<file path="src/rtl/pipelined_adder_if.sv">
// Valid/ready stream bundle for the pipelined adder: operand side and result side.
interface pipelined_adder_if #(
  parameter int WIDTH = 32
);
  logic             in_valid;
  logic             in_ready;
  logic [WIDTH-1:0] a;
  logic [WIDTH-1:0] b;
  logic             cin;
  logic             sub;
  logic             out_valid;
  logic             out_ready;
  logic [WIDTH-1:0] sum;
  logic             cout;
  logic             ovf;
  logic             zero;

  modport master (
    output in_valid, a, b, cin, sub, out_ready,
    input  in_ready, out_valid, sum, cout, ovf, zero
  );

  modport slave (
    input  in_valid, a, b, cin, sub, out_ready,
    output in_ready, out_valid, sum, cout, ovf, zero
  );
endinterface

</file>
<file path="src/rtl/pipelined_adder.sv">
// Pipelined add/sub: one WIDTH/STAGES-bit chunk resolved per stage, carry registered
// between stages, elastic valid/ready pipeline that compresses bubbles under backpressure.
module pipelined_adder #(
  parameter int WIDTH  = 32,
  parameter int STAGES = 4
) (
  input logic             clk,
  input logic             rst,
  pipelined_adder_if.slave bus
);
  localparam int CW = WIDTH / STAGES;

  logic [STAGES-1:0] v_q;
  logic [STAGES-1:0] c_q;
  logic [WIDTH-1:0]  a_q [STAGES];
  logic [WIDTH-1:0]  b_q [STAGES];
  logic [WIDTH-1:0]  s_q [STAGES];
  logic              ovf_q;
  logic              zero_q;

  logic [STAGES:0]   ld;
  logic [STAGES-1:0] v_in;
  logic [STAGES-1:0] src_c;
  logic [STAGES-1:0] nxt_c;
  logic [WIDTH-1:0]  src_a [STAGES];
  logic [WIDTH-1:0]  src_b [STAGES];
  logic [WIDTH-1:0]  src_s [STAGES];
  logic [WIDTH-1:0]  nxt_s [STAGES];
  logic [CW:0]       chunk;
  logic              msb_cin;

  always_comb begin
    // A stage loads when empty or when its successor takes its contents this edge.
    ld         = '0;
    ld[STAGES] = bus.out_ready;
    for (int s = STAGES - 1; s >= 0; s--) begin
      ld[s] = !v_q[s] || ld[s+1];
    end

    v_in     = '0;
    v_in[0]  = bus.in_valid;
    src_a[0] = bus.a;
    src_b[0] = bus.sub ? ~bus.b : bus.b;
    src_c[0] = bus.sub | bus.cin;
    src_s[0] = '0;
    for (int s = 1; s < STAGES; s++) begin
      v_in[s]  = v_q[s-1];
      src_a[s] = a_q[s-1];
      src_b[s] = b_q[s-1];
      src_c[s] = c_q[s-1];
      src_s[s] = s_q[s-1];
    end

    chunk = '0;
    nxt_c = '0;
    for (int s = 0; s < STAGES; s++) begin
      chunk    = {1'b0, src_a[s][s*CW +: CW]} + {1'b0, src_b[s][s*CW +: CW]}
               + {{CW{1'b0}}, src_c[s]};
      nxt_s[s] = src_s[s];
      nxt_s[s][s*CW +: CW] = chunk[CW-1:0];
      nxt_c[s] = chunk[CW];
    end

    // Carry into the MSB recovered from the MSB operand bits and result bit.
    msb_cin = src_a[STAGES-1][WIDTH-1] ^ src_b[STAGES-1][WIDTH-1] ^ nxt_s[STAGES-1][WIDTH-1];
  end

  always_ff @(posedge clk) begin
    if (rst) begin
      v_q    <= '0;
      c_q    <= '0;
      ovf_q  <= 1'b0;
      zero_q <= 1'b0;
      for (int s = 0; s < STAGES; s++) begin
        a_q[s] <= '0;
        b_q[s] <= '0;
        s_q[s] <= '0;
      end
    end else begin
      for (int s = 0; s < STAGES; s++) begin
        if (ld[s]) begin
          v_q[s] <= v_in[s];
          if (v_in[s]) begin
            a_q[s] <= src_a[s];
            b_q[s] <= src_b[s];
            s_q[s] <= nxt_s[s];
            c_q[s] <= nxt_c[s];
          end
        end
      end
      if (ld[STAGES-1] && v_in[STAGES-1]) begin
        ovf_q  <= msb_cin ^ nxt_c[STAGES-1];
        zero_q <= (nxt_s[STAGES-1] == '0);
      end
    end
  end

  assign bus.in_ready  = ld[0];
  assign bus.out_valid = v_q[STAGES-1];
  assign bus.sum       = s_q[STAGES-1];
  assign bus.cout      = c_q[STAGES-1];
  assign bus.ovf       = ovf_q;
  assign bus.zero      = zero_q;
endmodule

</file>
<file path="src/flat_wrapper.sv">
// flat-port wrapper written by rule: the top's interface ports become plain ports
module pipelined_adder_flat 
#(
  parameter int WIDTH  = 32,
  parameter int STAGES = 4
)
  (clk, rst, bus_in_valid, bus_a, bus_b, bus_cin, bus_sub, bus_out_ready, bus_in_ready, bus_out_valid, bus_sum, bus_cout, bus_ovf, bus_zero);
  pipelined_adder_if #(.WIDTH(WIDTH)) bus_i ();
  input logic clk;
  input logic rst;
  input wire logic [$bits(bus_i.in_valid)-1:0] bus_in_valid;
  input wire logic [$bits(bus_i.a)-1:0] bus_a;
  input wire logic [$bits(bus_i.b)-1:0] bus_b;
  input wire logic [$bits(bus_i.cin)-1:0] bus_cin;
  input wire logic [$bits(bus_i.sub)-1:0] bus_sub;
  input wire logic [$bits(bus_i.out_ready)-1:0] bus_out_ready;
  output wire logic [$bits(bus_i.in_ready)-1:0] bus_in_ready;
  output wire logic [$bits(bus_i.out_valid)-1:0] bus_out_valid;
  output wire logic [$bits(bus_i.sum)-1:0] bus_sum;
  output wire logic [$bits(bus_i.cout)-1:0] bus_cout;
  output wire logic [$bits(bus_i.ovf)-1:0] bus_ovf;
  output wire logic [$bits(bus_i.zero)-1:0] bus_zero;
  assign bus_i.in_valid = bus_in_valid;
  assign bus_i.a = bus_a;
  assign bus_i.b = bus_b;
  assign bus_i.cin = bus_cin;
  assign bus_i.sub = bus_sub;
  assign bus_i.out_ready = bus_out_ready;
  assign bus_in_ready = bus_i.in_ready;
  assign bus_out_valid = bus_i.out_valid;
  assign bus_sum = bus_i.sum;
  assign bus_cout = bus_i.cout;
  assign bus_ovf = bus_i.ovf;
  assign bus_zero = bus_i.zero;
  pipelined_adder #(.WIDTH(WIDTH), .STAGES(STAGES)) u_core (.clk(clk), .rst(rst), .bus(bus_i));
endmodule
</file>
<file path="config.mk">
export PLATFORM = sky130hd
export DESIGN_NAME = pipelined_adder_flat
export DESIGN_NICKNAME = d
export VERILOG_FILES = /design/src/rtl/pipelined_adder_if.sv /design/src/rtl/pipelined_adder.sv /design/src/flat_wrapper.sv
export SDC_FILE = /design/constraint.sdc
export NUM_CORES = 1
export LEC_CHECK = 0
export ABC_CLOCK_PERIOD_IN_PS = 8700
export CORE_AREA = 2 2 187 189
export CTS_BUF_LIST = sky130_fd_sc_hd__clkbuf_4 sky130_fd_sc_hd__clkbuf_8
export CTS_CLUSTER_DIAMETER = 60
export DETAILED_ROUTE_END_ITERATION = 16
export DIE_AREA = 0 0 189 191
export HOLD_SLACK_MARGIN = 0.15
export PLACE_DENSITY = 0.41
export SLEW_MARGIN = 40
export SYNTH_ARGS = -nofsm -noshare
export SYNTH_HDL_FRONTEND = slang
export SYNTH_SLANG_ARGS = --single-unit
</file>
<file path="constraint.sdc">
create_clock -name clk -period 8.7 [get_ports clk]
set_clock_uncertainty 0.05 [all_clocks]
set_input_delay 0.87 -clock clk [delete_from_list [all_inputs] [get_ports clk]]
set_output_delay 0.87 -clock clk [all_outputs]
set_load 0.05 [all_outputs]
</file>
Word-level counts from Yosys, hierarchy flattened
Memory sizes are Yosys's and may differ from the RTL's.
Index checks and enable logic that the tools add are counted.
W data, S select, Z words.
{"block": "word_totals", "out_inout_bits": 37, "mem_bits_ro": 0, "mem_bits_rw": 384, "latch_bits": 0, "mem_count": 3, "in_bits": 70, "reg_bits": 10, "word_cells": 83}
{"name": "u_core.a_q", "words": 4, "word_bits": 32, "read_ports": 3, "rd_clocked_by_memory_dff": 0, "write_ports": 4, "line": "pipelined_adder.sv:15", "source": "logic [WIDTH-1:0] a_q [STAGES];"}
{"name": "u_core.b_q", "words": 4, "word_bits": 32, "read_ports": 3, "rd_clocked_by_memory_dff": 0, "write_ports": 4, "line": "pipelined_adder.sv:16", "source": "logic [WIDTH-1:0] b_q [STAGES];"}
{"name": "u_core.s_q", "words": 4, "word_bits": 32, "read_ports": 4, "rd_clocked_by_memory_dff": 0, "write_ports": 4, "line": "pipelined_adder.sv:17", "source": "logic [WIDTH-1:0] s_q [STAGES];"}
{"block": "classes", "n_reduce_logical": 14, "n_bitwise": 17, "eq_ne": 0, "mux": 31, "addsub": 8, "n_shift": 0, "mul": 0, "div_mod_pow": 0, "n_lt_le_gt_ge": 0}
{"operator": "$mux W32", "count": 13}
{"operator": "$add A8 B8 Y9", "count": 4}
{"operator": "$add A9 B1 Y9", "count": 4}
{"operator": "$logic_not A32 Y1", "count": 1}
{"operator": "$not A32 Y32", "count": 1}
{"operator": "$mux W1", "count": 18}
{"operator": "$or A1 B1 Y1", "count": 13}
{"operator": "$reduce_and A2 Y1", "count": 4}
{"operator": "$logic_not A1 Y1", "count": 4}
{"operator": "$logic_or A1 B1 Y1", "count": 4}
{"operator": "$xor A1 B1 Y1", "count": 3}
{"operator": "$logic_and A1 B1 Y1", "count": 1}

Depth between registers and ports, before layout
{"block": "logic_depth", "word_depth": 9, "depth_mapped": 11, "mapped_depth_nobuf": 10}

Least setup slack after synthesis
OpenSTA, ideal clock, no wires.
{"block": "synth_path", "kind": "input -> register", "startpoint": "input port bus_sub", "endpoint": "register u_core.c_q[0]", "setup_time_ns": 0.187, "required_time_ns": 8.463, "path_slack_ns": 5.221, "path_buffers": 2, "arrival_ns": 3.242, "stages": 11, "path_cell_list": "clkbuf_1 > buf_2 > or2_2 > fa_1 > fa_1 > a21o_1 > a21o_1 > a211oi_1 > nor2_1 > o211ai_1 > o211ai_1"}
{"block": "synth_between", "elab_chain_len": 3, "word_cells_on_any_way": 4}
{"element": "from (decl)", "line": "flat_wrapper.sv:15", "source": "input wire logic [$bits(bus_i.sub)-1:0] bus_sub;"}
{"element": "$mux W32", "line": "pipelined_adder.sv:43", "source": "src_b[0] = bus.sub ? ~bus.b : bus.b;"}
{"element": "$add A8 B8 Y9", "line": "pipelined_adder.sv:57", "source": "chunk = {1'b0, src_a[s][s*CW +: CW]} + {1'b0, src_b[s][s*CW +: CW]}"}
{"element": "$add A9 B1 Y9 (*)", "line": "pipelined_adder.sv:58", "source": "+ {{CW{1'b0}}, src_c[s]};"}
{"element": "to (signal, indexed assignment)", "line": "pipelined_adder.sv:87", "source": "c_q[s] <= nxt_c[s];"}
{"element": "to (decl)", "line": "pipelined_adder.sv:14", "source": "logic [STAGES-1:0] c_q;"}
Mark *: on every way between the ends. The rest lies on a longest branch, timed or not.
A chain may end at the register's enable or synchronous reset.

Worst setup path in the final report
{"block": "layout_path", "startpoint": "input port bus_out_ready", "endpoint": "output port bus_in_ready"}
{"block": "layout_between", "elab_chain_len": 4}
{"element": "from (decl)", "line": "flat_wrapper.sv:16", "source": "input wire logic [$bits(bus_i.out_ready)-1:0] bus_out_ready;"}
{"element": "$logic_or A1 B1 Y1 (4 in series)", "line": "pipelined_adder.sv:37", "source": "ld[s] = !v_q[s] || ld[s+1];"}
{"element": "to (decl)", "line": "flat_wrapper.sv:17", "source": "output wire logic [$bits(bus_i.in_ready)-1:0] bus_in_ready;"}
No other way between the ends.

==> results.toml <==
[worst_setup_path]
cp_data_arrival_time_ps = 2710
end_kind = "output pin"
worstSetupStartpointType = "input port"
cp.required_ps = 7780
crit_type = "input port to output pin"
critPathMaxFanout = 4
rr_worst_depth = 10

[clocking]
post_cts_buffers = 0
clkLatencyLatePin_ps = 470
cts_max_path_buffers = 2
cts.sinks = 186
clkTransAtPathRegs_ps = 110
cts_root_buf = "clkbuf_8"
cts_resized = 0
cts_made_buffers = 17
cts_hold_buf = 0
htree_num_levels = 4
cts_tree = "done"

[final_layout]
final_common_cell = "edfxtp_1"
synthToLayoutAreaGrowth_pct = 23.8
drive_gt1_share_pct = 8.17
final_cell_mix = "edfxtp_1 (176), and2_1 (128), clkdlybuf4s50_1 (104), nor2_1 (64), xnor2_1 (35)"
multiInputGateArea_mm2 = 0.00280
n_fill_cell = 3405
diodes = 0
register_area_mm2 = 0.00549
layout.cells.non_filler = 1202
final_nets = 840

[job]
maxCapViolCount = 0

[placed_design]
globalplace.congestion = 0.743
dp_hpwl_mm = 12.4
dpl.cell_count = 1169
io_buffers = 106

[synth]
syn_area_mm2 = 0.00846
synth-edff-count = 176
synth-seq-cells = 186
synth-warning-count = 0
synth_cells = 625
mappedNetlistNets = 731
synthArstFlopShare_pct = 0
syn-mean-instance-area_um2 = 13.5
ys_seq_area_share_pct = 64.8
synth.distinct_cells = 55
synthFlopType = "edfxtp_1"

[drt]
viasPerCell = 3.88
first_pass_iters = 4
ant_nets = 0
wl_per_cell_um = 13.5
post-route-drc-count = 0
drt-total-wl_mm = 16.2
num_vias = 4660
drtIter0Drc = 174

[floorplanning]
die-width_um = 189
coreArea_mm2 = 0.0341
start_util_pct = 24.8
placementRows = 68
fp.dieArea_mm2 = 0.0361
fp.dieH_um = 191
pin_count = 107

[sta]
fmax_ghz = 0.275
finalSetupTns_ps = 0
final-hold-violation-count = 0
drv_slew = 0
worst_slew_pin_slew_ps = 671
setup_viol_count_final = 0
maxSlewHeadroom_pct = 55.2
layout_min_cycle_time_ps = 3630
period_share_pct = 41.7
rsz0062_at_grt = "false"

[pwr]
p_per_area_mw_per_mm2 = 179
power.total_mw = 1.88
peakVddDrop_mv = 0.0838
p_leak_nw = 3.88

[grt]
antenna_found_initial = 0
grt_pass1_vias = 4880
grtUsageTotal_pct = 9.36
grt_max_degree = 50
grt_first_pass_wirelength_mm = 26.3
grt_overflow = 0

[hold_path]
hold_class = "register to register"
hold_depth = 1

[run_status]
status = "finished, final reports clean"
-- sequential cells by signal, indices dropped and copies added, names as in the netlist --
name / cells
u_core.b_q: 48
u_core.bus.zero: 1
u_core.c_q: 4
u_core.v_q: 4
u_core.a_q: 48
u_core.s_q: 80
u_core.bus.ovf: 1
-- logic make-up (layout without fill, tap and decap cells) --
family / Yosys count / in the layout / share of synthesized area, %
simple gates: 248 / 248 / 16.3
compound gates: 61 / 61 / 5.16
mux: 2 / 2 / 0.237
xor+xnor: 50 / 50 / 5.17
flops: 186 / 186 / 64.8
buf+inv: 42 / 164 / 2.29
fa+ha+maj: 36 / 36 / 6.03
-- worst max-delay path, stage by stage --
cell and delay [ps]:
clkdlybuf4s50_1 520, nor2b_4 80, and3_4 210, nand2_1 140, clkdlybuf4s50_1 900
-- path summary, 6_finish.rpt --
kind                                                   endpoint  slack [ps]                            start
worst max register to register  u_core.s_q[0][86]$_SDFFCE_PN0P_        6240  u_core.a_q[0][48]$_SDFFCE_PN0P_
worst max-delay path                               bus_in_ready        5070                    bus_out_ready
worst min-delay path               u_core.bus.zero$_SDFFE_PP0P_         420     u_core.bus.zero$_SDFFE_PP0P_
worst min register to register     u_core.bus.zero$_SDFFE_PP0P_         420     u_core.bus.zero$_SDFFE_PP0P_
-- synthesized netlist by cell type (8+ instances only) --
library cell  count  area (µm²)
edfxtp_1        176        5290
o21ai_0           8        40.0
a21oi_1          15        75.1
buf_2             8        40.0
a21o_1           10        75.1
fa_1              8         160
clkbuf_1          9        33.8
nor2_1           65         244
xnor2_1          35         307
and2_1          128         801
inv_1            19        71.3
ha_1             28         350
dfxtp_1          10         200
xor2_1           15         131
nand2_1          16        60.1
-- routing by layer --
metal  share of wire [%]  global-route usage [%]
met2                  44                    14.2
met3                 4.4                    2.50
met1                  50                    12.9
met5                   0                       0
met4                 1.6                    3.16
-- stage by stage --
step | utilization (%) | setup WS [ps] | instance area, µm² | hold slack [ps]
2_1_floorplan | - | 5220 | 8460 | 431
3_3_place_gp | 29.3 | 5070 | 10000 | 399
3_5_place_dp | 29.4 | 5000 | 10000 | 397
5_1_grt | 30.7 | 4980 | 10500 | 444
4_1_cts | 30.7 | 5060 | 10500 | 424
6_report | 30.7 | 5070 | 10500 | 421
-- report_power, final --
group	switching (mW)	leakage [nW]	internal, mW	total [mW]
Combinational	0.128	1.69	0.101	0.229
Clock	0.369	0.209	0.225	0.593
Sequential	0.0173	1.97	1.04	1.05
-- layout make-up --
class	count	share of cell area, %
Tap cell	455	5.43
Sequential cell	186	52.3
Multi-Input combinational cell	397	26.7
Timing Repair Buffer	113	10.8
Clock inverter	15	1.89
Inverter	19	0.681
Clock buffer	17	2.23
Note: power is estimated with default switching activity, not from simulation.
